[src/rtl/pe_logic_reduce.sv]
// Reduction stage after the PE logical unit: folds each in_last-delimited vector of packed
// complex words into one word (signed real max/min, bitwise OR/AND) plus beat count and arg-index.
module pe_logic_reduce #(
   parameter int F_DATA = 32,
   parameter int H_DATA = F_DATA / 2,
   parameter int LEN_W  = 8
) (
   input  logic              clock,
   input  logic              reset,
   input  logic              in_valid,
   output logic              in_ready,
   input  logic [F_DATA-1:0] in_data,
   input  logic              in_last,
   input  logic [1:0]        in_op,
   output logic              out_valid,
   input  logic              out_ready,
   output logic [F_DATA-1:0] out_data,
   output logic [LEN_W-1:0]  out_count,
   output logic [LEN_W-1:0]  out_index,
   output logic              out_sat
);

   typedef enum logic [1:0] {S_IDLE, S_ACC, S_DONE} state_t;

   localparam logic [1:0]       OP_MAX  = 2'd0;
   localparam logic [1:0]       OP_MIN  = 2'd1;
   localparam logic [1:0]       OP_OR   = 2'd2;
   localparam logic [1:0]       OP_AND  = 2'd3;
   localparam logic [LEN_W-1:0] CNT_MAX = '1;

   state_t              state_q;
   logic [F_DATA-1:0]   acc_q, acc_d;
   logic [1:0]          op_q;
   logic [LEN_W-1:0]    count_q;
   logic [LEN_W-1:0]    beat_idx_q;
   logic [LEN_W-1:0]    best_idx_q, best_idx_d;
   logic                sat_q;

   logic                fire;
   logic                cnt_at_max;
   logic [LEN_W-1:0]    beat_idx_inc;
   logic signed [H_DATA-1:0] in_re, acc_re;

   assign in_ready     = (state_q != S_DONE);
   assign out_valid    = (state_q == S_DONE);
   assign fire         = in_valid & in_ready;
   assign cnt_at_max   = (count_q == CNT_MAX);
   assign beat_idx_inc = (beat_idx_q == CNT_MAX) ? CNT_MAX : beat_idx_q + LEN_W'(1);
   assign in_re        = in_data[F_DATA-1:H_DATA];
   assign acc_re       = acc_q[F_DATA-1:H_DATA];

   // Strict compare on the real half only, so ties keep the earlier beat.
   always_comb begin
      acc_d      = acc_q;
      best_idx_d = best_idx_q;
      unique case (op_q)
         OP_MAX: begin
            if (in_re > acc_re) begin
               acc_d      = in_data;
               best_idx_d = beat_idx_inc;
            end
         end
         OP_MIN: begin
            if (in_re < acc_re) begin
               acc_d      = in_data;
               best_idx_d = beat_idx_inc;
            end
         end
         OP_OR:   acc_d = acc_q | in_data;
         OP_AND:  acc_d = acc_q & in_data;
         default: acc_d = acc_q;
      endcase
   end

   always_ff @(posedge clock) begin
      if (reset) begin
         state_q    <= S_IDLE;
         acc_q      <= '0;
         op_q       <= OP_MAX;
         count_q    <= '0;
         beat_idx_q <= '0;
         best_idx_q <= '0;
         sat_q      <= 1'b0;
      end else begin
         unique case (state_q)
            S_IDLE: begin
               if (fire) begin
                  acc_q      <= in_data;
                  op_q       <= in_op;
                  count_q    <= LEN_W'(1);
                  beat_idx_q <= '0;
                  best_idx_q <= '0;
                  sat_q      <= 1'b0;
                  state_q    <= in_last ? S_DONE : S_ACC;
               end
            end
            S_ACC: begin
               if (fire) begin
                  acc_q      <= acc_d;
                  best_idx_q <= best_idx_d;
                  beat_idx_q <= beat_idx_inc;
                  if (cnt_at_max) begin
                     sat_q <= 1'b1;
                  end else begin
                     count_q <= count_q + LEN_W'(1);
                  end
                  state_q <= in_last ? S_DONE : S_ACC;
               end
            end
            S_DONE: begin
               if (out_ready) begin
                  acc_q      <= '0;
                  count_q    <= '0;
                  best_idx_q <= '0;
                  sat_q      <= 1'b0;
                  state_q    <= S_IDLE;
               end
            end
            default: state_q <= S_IDLE;
         endcase
      end
   end

   assign out_data  = acc_q;
   assign out_count = count_q;
   assign out_index = best_idx_q;
   assign out_sat   = sat_q;

endmodule

[config.mk]
export PLATFORM = sky130hd
export DESIGN_NAME = pe_logic_reduce
export DESIGN_NICKNAME = d
export VERILOG_FILES = /design/src/rtl/pe_logic_reduce.sv
export SDC_FILE = /design/constraint.sdc
export NUM_CORES = 1
export LEC_CHECK = 0
export CORE_ASPECT_RATIO = 0.8
export CORE_MARGIN = 2
export CORE_UTILIZATION = 59
export DETAILED_ROUTE_END_ITERATION = 8
export DONT_BUFFER_PORTS = 1
export GPL_TIMING_DRIVEN = 0
export PLACE_DENSITY = 0.83
export SYNTH_ARGS = -nofsm -noshare
export SYNTH_HDL_FRONTEND = slang
export SYNTH_SLANG_ARGS = --single-unit
[constraint.sdc]
create_clock -name clock -period 3.2 [get_ports clock]
set_input_delay 0.32 -clock clock [delete_from_list [all_inputs] [get_ports clock]]
set_output_delay 0.32 -clock clock [all_outputs]
set_load 0.01 [all_outputs]
* Yosys cells after proc, flatten, opt, wreduce, memory -nomap -nowiden
Index checks and enable logic that the tools add are counted.
** Storage, ports and cells
- Register bits after elaboration :: 61
- Bits in latches :: 0
- Memory bits (writable) :: 0
- Bits in read-only memories :: 0
- Input bits :: 39
- Output and inout bits :: 51
- Logic and storage cells :: 73
- Memories :: 0
** Cells by class
- Add/subtract/negate cells :: 2
- $mul :: 0
- Divide/modulo/power cells :: 0
- Order comparisons :: 2
- Equal/unequal tests :: 17
- Shift-type cells :: 0
- Muxes and demuxes :: 30
- Bitwise operators :: 3
- Reductions and logical operators :: 12
** Operators by type and width (number)
- 32-bit two-way mux :: 5
- 32-bit case mux with 4 select lines :: 1
- 32-bit case mux with 3 select lines :: 1
- 8-bit two-way mux :: 10
- 8-bit case mux with 3 select lines :: 2
- 32-bit AND :: 1
- 32-bit bitwise OR :: 1
- 8-bit case mux with 2 select lines :: 2
- 8-bit by 1-bit adder with 8-bit output (second input constant) :: 2
- 8-bit == test (second input constant) :: 2
- 16-bit greater-than comparator :: 1
- 16-bit < comparator :: 1
- 2-bit inequality test (second input constant) :: 5
- 5-bit AND reduction :: 2
- 7-bit AND reduction :: 1
- 2-bit == test (second input constant) :: 3
- 2-bit two-way mux :: 3
- 3-bit inequality test (second input constant) :: 2
- 6-bit AND reduction :: 1
- 2-bit by 1-bit == test with 1-bit output (second input constant) :: 2
- 2-bit zero test :: 2
- 1-bit two-way mux :: 4
- 2-bit by 1-bit inequality test with 1-bit output (second input constant) :: 2
- 2-bit case mux with 2 select lines :: 1
- 8 further kinds :: 9

* Logic depth before layout (Yosys ltp)
Gate-level depths: netlist (run 1).
- Depth in word-level cells :: 6
- Mapped depth :: 11

* Worst setup path after synthesis (run 1)
OpenSTA, ideal clock, no wires.
- Kind :: register to register
- From :: register acc_q[30], in the netlist out_data[30]
- To :: register acc_q[0], in the netlist out_data[0]
- Arrival :: 2.433 ns
- Required time :: 3.119 ns
- Setup slack :: 0.686 ns
- Cell stages (with the launch flop) :: 12
- Buffers on the path :: 2
- Clock period less this slack :: 2.514 ns
- Cell sequence :: dfxtp_1 > inv_1 > ha_1 > nor4_4 > nand3_1 > a21oi_2 > a2111oi_2 > o221a_4 > or2_1 > buf_6 > buf_6 > a211oi_2
** On the way
- Word-level cells in the longest chain between the ends :: 3
- Elaborated cells on any way between the ends :: 5
- Those cells by class :: 2 x order compare; 2 x eq/ne; 1 x reduce/logical
** Ends and longest elaborated chain
- start, declared :: RTL line 32 : logic [F_DATA-1:0] acc_q, acc_d;
- start signal, assigned :: RTL line 88 : acc_q <= in_data;
- 16-bit < comparator or 16-bit greater-than comparator (tied branches) :: RTL line 64, 58
- 3-bit inequality test (no source line)
- 6-bit AND reduction (no source line) (*)
Every way passes the cells marked *; elsewhere a longest branch is shown, timed or not.
A chain may end at the register's enable or synchronous reset.

* Final worst setup path (run 1)
- From :: register acc_q[23], in the netlist out_data[23]
- To :: register acc_q[29], in the netlist out_data[29]
Same word-level chain as after synthesis.

==> results.yml, run 1 <==
outcome:
  status: "complete, no violations"
clock_network:
  postCtsSetupBuffers: 0
  root_buffer: "clkbuf_8"
  clock_latency_ps: 340
  cts_buffers: 9
  cts_tree: "built"
  clock_sink_count: 61
  max-clock-path-buffers: 2
  clkTransAtPathRegs_ps: 70
  htreeDepth: 3
  cts_hold_buf: 0
  cts_resized: 0
logic_synthesis:
  yosys_warnings: 0
  syn-num-nets: 634
  synth-compound-area-share: 0.283
  synthMuxAreaShare: 0.0297
  synth_top_family_by_area: "compound AO/OA/AOI/OAI gates"
  yosysSeqAreaShare: 0.276
  yosysUniqueCellTypes: 50
  synthCells: 541
  syn_area_mm2: 0.00443
  avgSynthCellArea_um2: 8.18
  yosys.area_share.adder: 0.153
  yosys.area_share.simple: 0.169
  synth_seq_cells: 61
  synth_xor_area_frac: 0.0178
global_route:
  grt-ovfl-total: 0
  antenna_found_initial: 0
  grt_max_degree: 11
  grt_first_pass_wirelength_um: 18000
  grt_pass1_vias: 4013
  grt_use_total: 0.278
layout:
  regArea_mm2: 0.00122
  antennaDiodeCount: 0
  fin_nets: 645
  multiInputGateArea_mm2: 0.00289
  area_growth_pct: 7.69
  fill_cells: 604
  final_common_cell: "dfxtp_1"
  drive_above_1_share: 0.113
  final_cell_mix: "61 x dfxtp_1, 57 x o21ai_0, 54 x ha_1"
  postLayoutCellArea_mm2: 0.00477
flow_run:
  maxCapViolCount: 0
power_and_ir_drop:
  vdd.ir_drop.worst_v: 0.000294
  power_density_mw_per_mm2: 659
  p_total_mw: 3.14
  p_leak_nw: 1.88
critical_path:
  endpoint_kind: "flop"
  crit_end: "out_data[29]"
  crit_start: "out_data[23]"
  crit_arrival_ps: 3250
  cp_data_required_time_ps: 3460
  r2r-end: "out_data[29]"
  r2r_setup_slack_ps: 210
  r2r_start: "out_data[23]"
  crit_fanout: 10
  reg2reg_depth: 10
  critPathKind: "reg -> reg"
  cp-start-kind: "flop"
detailed_routing:
  highest_layer: "met4"
  drtIter0Drc: 253
  drt_wl_total_um: 11500
  wirelength_met1_um: 4960
  wl_met2_um: 5490
  drt-vias-per-instance: 6.35
  ant_nets: 0
  dr.pass1.iters: 5
  wl_met3_um: 896
  drc: 0
  wl_per_cell_um: 17.9
  vias: 4100
floorplan:
  fp.dieW_um: 101
  die_h_um: 81.5
  core_area_mm2: 0.00732
  dieArea_mm2: 0.00822
  std_cell_rows: 28
  start_util: 0.605
  io_pins: 90
sta:
  hold_ws_ps: 120
  tightest_slew_ps: 764
  tns_ps: 0
  relSlewSlack: 0.491
  rsz0062_at_grt: "no"
  finalCritPeriodShare: 0.934
  timing.fmax_ghz: 0.335
  clock_skew_ps: 3.64
  drv_slew: 0
  fin_crit_ps: 2990
  setup_viol: 0
  setup_ws_ps: 212
  hold_viol: 0
place:
  io_buffers: 0
  dp_slack_ps: 219
  gp_congestion: 0.859
  dp.final_hpwl_um: 8370
  place_area_mm2: 0.00454
hold_path:
  hold_path.class: "in -> reg"
-- metrics by stage --
step	instances	utilization
2_1_floorplan	541	-
3_3_place_gp	631	0.620
3_5_place_dp	631	0.620
4_1_cts	646	0.651
5_1_grt	646	0.651
6_report	646	0.651
-- flip-flops by register name (all words and copies together), names as in the netlist --
register and cells:
out_data 32, beat_idx_q 8, out_count 8, out_index 8, op_q 2, state_q 2
out_sat 1
-- worst min-delay path by stage --
stage,start,endpoint,slack [ps],depth (start not counted)
final,in_op[1],op_q[1],120,2
after global routing,in_op[0],op_q[0],130,2
after CTS,in_op[1],op_q[1],110,2
after detailed placement,op_q[1],op_q[1],470,2
after global placement,op_q[1],op_q[1],470,2
after floorplan,op_q[1],op_q[1],450,2
-- final cells by class --
| type | count | share of cell area |
|---|---|---|
| Clock buffer | 12 | 0.0325 |
| Clock inverter | 3 | 0.0144 |
| Multi-Input combinational cell | 404 | 0.606 |
| Sequential cell | 61 | 0.256 |
| Tap cell | 90 | 0.0236 |
| Inverter | 43 | 0.0339 |
| Buffer | 33 | 0.0333 |
-- power by group --
part / switching (mW) / internal (mW) / total (mW) / leakage [nW]
logic: 0.721 / 0.474 / 1.19 / 1.27
registers: 0.251 / 0.908 / 1.16 / 0.500
clock network: 0.307 / 0.479 / 0.786 / 0.113
total: 1.28 / 1.86 / 3.14 / 1.88
-- worst max-delay path: stages (launching register included) --
cell       delay [ps]
dfxtp_1           440
inv_1             100
ha_1              320
nor4_1            470
nand3_1           150
a21oi_2           180
a2111oi_2         110
nor3_2            340
clkbuf_1          460
nor3_1            130
a211oi_2          210
-- per-layer routing --
metal,track usage,vias up
met5,0,-
met4,0.107,0
met3,0.0868,27
met2,0.474,168
met1,0.329,1964
li1,-,1941
-- synth_stat cells, drive strengths merged --
master   instances  area share
dfxtp           61        0.28
o21ai           58       0.066
ha              54        0.15
a21oi           53       0.062
inv             43       0.036
nand2           37       0.031
nor3            37       0.043
a211oi          33       0.090
nor2            26       0.022
clkbuf          25       0.021
nor2b           20       0.028
a22oi           18       0.031
mux2i           12       0.027
buf              8       0.014
xor2             8       0.016
nand3            7      0.0079
and3             5      0.0071
nand4            5      0.0071
nor4             5       0.012
a2111oi          2      0.0054
a21o             2      0.0034
a41oi            2      0.0040
o211ai           2      0.0045
o21a             2      0.0034
or2              2      0.0028
a21boi           1      0.0017
a2bb2oi          1      0.0020
a31oi            1      0.0014
and2             1      0.0014
mux2             1      0.0025
nand2b           1      0.0014
nand4b           1      0.0020
nor3b            1      0.0017
o21bai           1      0.0017
o221a            1      0.0045
o22ai            1      0.0014
o31ai            1      0.0017
or3              1      0.0014
xnor2            1      0.0020
-- cells by family (layout without fill, tap and decap cells) --
family	after synthesis	count (layout)
XOR/XNOR	9	9
flip-flops	61	61
AND/OR/NAND/NOR	149	149
adder cells (fa/ha/maj)	54	54
AO/OA/AOI/OAI	179	179
buffers and inverters	76	91
multiplexers	13	13
Power figures use the tool's default switching activity.
==> run 2, diff against run 1 <==
Settings changed: CAP_MARGIN set to 20, PLACE_DENSITY 0.83 to unset, PLACE_DENSITY_LB_ADDON set to 0.3.
==> run 2 against run 1 <==
  * Wire length grew 1.5%
  * Register-to-register slack improved by 70 ps
  * Final cell count rose by 0.15%
  * Combinational power is essentially flat
  * Critical endpoint is now out_data[11]
  * Largest power group unchanged
  * Highest routed layer unchanged
==> results.yml, run 2 (synthesis gave the netlist of run 1 again) <==
clock_network:
  cts_resized: 0
  clock_latency_ps: 350
  clkTransAtPathRegs_ps: 70
  cts_tree: "built"
  cts_buffers: 9
  postCtsSetupBuffers: 0
  max-clock-path-buffers: 2
  root_buffer: "clkbuf_8"
  clock_sink_count: 61
  cts_hold_buf: 0
  htreeDepth: 3
detailed_routing:
  wl_met3_um: 1080
  drtIter0Drc: 207
  vias: 4084
  highest_layer: "met4"
  wirelength_met1_um: 4950
  wl_met2_um: 5520
  wl_per_cell_um: 18.1
  ant_nets: 0
  drt-vias-per-instance: 6.31
  dr.pass1.iters: 5
  drc: 0
  drt_wl_total_um: 11700
floorplan:
  dieArea_mm2: 0.00822
  start_util: 0.605
  core_area_mm2: 0.00732
  io_pins: 90
  std_cell_rows: 28
  fp.dieW_um: 101
  die_h_um: 81.5
sta:
  tns_ps: 0
  finalCritPeriodShare: 0.912
  relSlewSlack: 0.459
  setup_viol: 0
  clock_skew_ps: 11.1
  tightest_slew_ps: 804
  drv_slew: 0
  fin_crit_ps: 2920
  rsz0062_at_grt: "no"
  setup_ws_ps: 281
  timing.fmax_ghz: 0.343
  hold_viol: 0
global_route:
  grt_pass1_vias: 3779
  antenna_found_initial: 0
  grt_use_total: 0.284
  grt_max_degree: 12
  grt-ovfl-total: 0
  grt_first_pass_wirelength_um: 18400
layout:
  final_cell_mix: "61 x dfxtp_1, 57 x o21ai_0, 54 x ha_1"
  area_growth_pct: 7.01
  largest_reg_flops: 32
  stdcell_count: 647
  antennaDiodeCount: 0
  fin_nets: 645
  final_common_cell: "dfxtp_1"
  drive_above_1_share: 0.118
critical_path:
  cp_data_required_time_ps: 3460
  cp-start-kind: "flop"
  crit_arrival_ps: 3180
  crit_fanout: 10
  endpoint_kind: "flop"
  critPathKind: "reg -> reg"
power_and_ir_drop:
  p_leak_nw: 1.87
  p_total_mw: 3.05
  vdd.ir_drop.worst_v: 0.000267
  power_density_mw_per_mm2: 643
hold_path:
  hold_path.class: "in -> reg"
place:
  gp_congestion: 0.933
  io_buffers: 0
  dp_cells: 631
  dp.final_hpwl_um: 8450
  dp_slack_ps: 243
outcome:
  status: "complete, no violations"
flow_run:
  maxCapViolCount: 0
## run 2: final timing paths
kind	start	end	slack (ps)	cells past startpoint
max	out_data[19]	out_data[11]	280	11
min	in_op[1]	op_q[1]	110	2
max reg2reg	out_data[19]	out_data[11]	280	11
min reg2reg	op_q[1]	op_q[1]	490	2
## run 2: worst max-delay path, cell delays in order (launching register included)
cell and delay [ps]:
dfxtp_1 470, inv_1 110, ha_1 350, inv_1 60
a21oi_1 230, a21oi_2 100, a2111oi_2 580, nor3_2 180
or2_1 260, buf_6 140, buf_6 150, a211oi_2 200
## run 2: area by class of cell
| type | instances | area, um^2 |
|---|---|---|
| Multi-Input combinational cell | 404 | 2890 |
| Clock buffer | 10 | 128 |
| Buffer | 33 | 161 |
| Clock inverter | 6 | 63.8 |
| Sequential cell | 61 | 1220 |
| Inverter | 43 | 161 |
| Tap cell | 90 | 113 |
| Fill cell | 627 | 2580 |
## run 2: where the power goes
part	switching, mW	leakage [nW]	internal [mW]
combinational	0.721	1.28	0.477
sequential	0.250	0.500	0.908
clock	0.331	0.0923	0.358
total	1.30	1.87	1.74
## run 2: metal layers
metal | up-vias | global-route usage
li1 | 1944 | -
met1 | 1945 | 0.360
met2 | 177 | 0.461
met3 | 18 | 0.0987
met4 | 0 | 0.0795
met5 | - | 0
## run 2: through the flow
step,instance area (um^2),hold slack (ps),util
floorplan,4430,453,-
global placement,4540,467,0.620
detailed placement,4540,473,0.620
CTS,4730,111,0.646
global route,4740,123,0.647
finish,4740,112,0.647
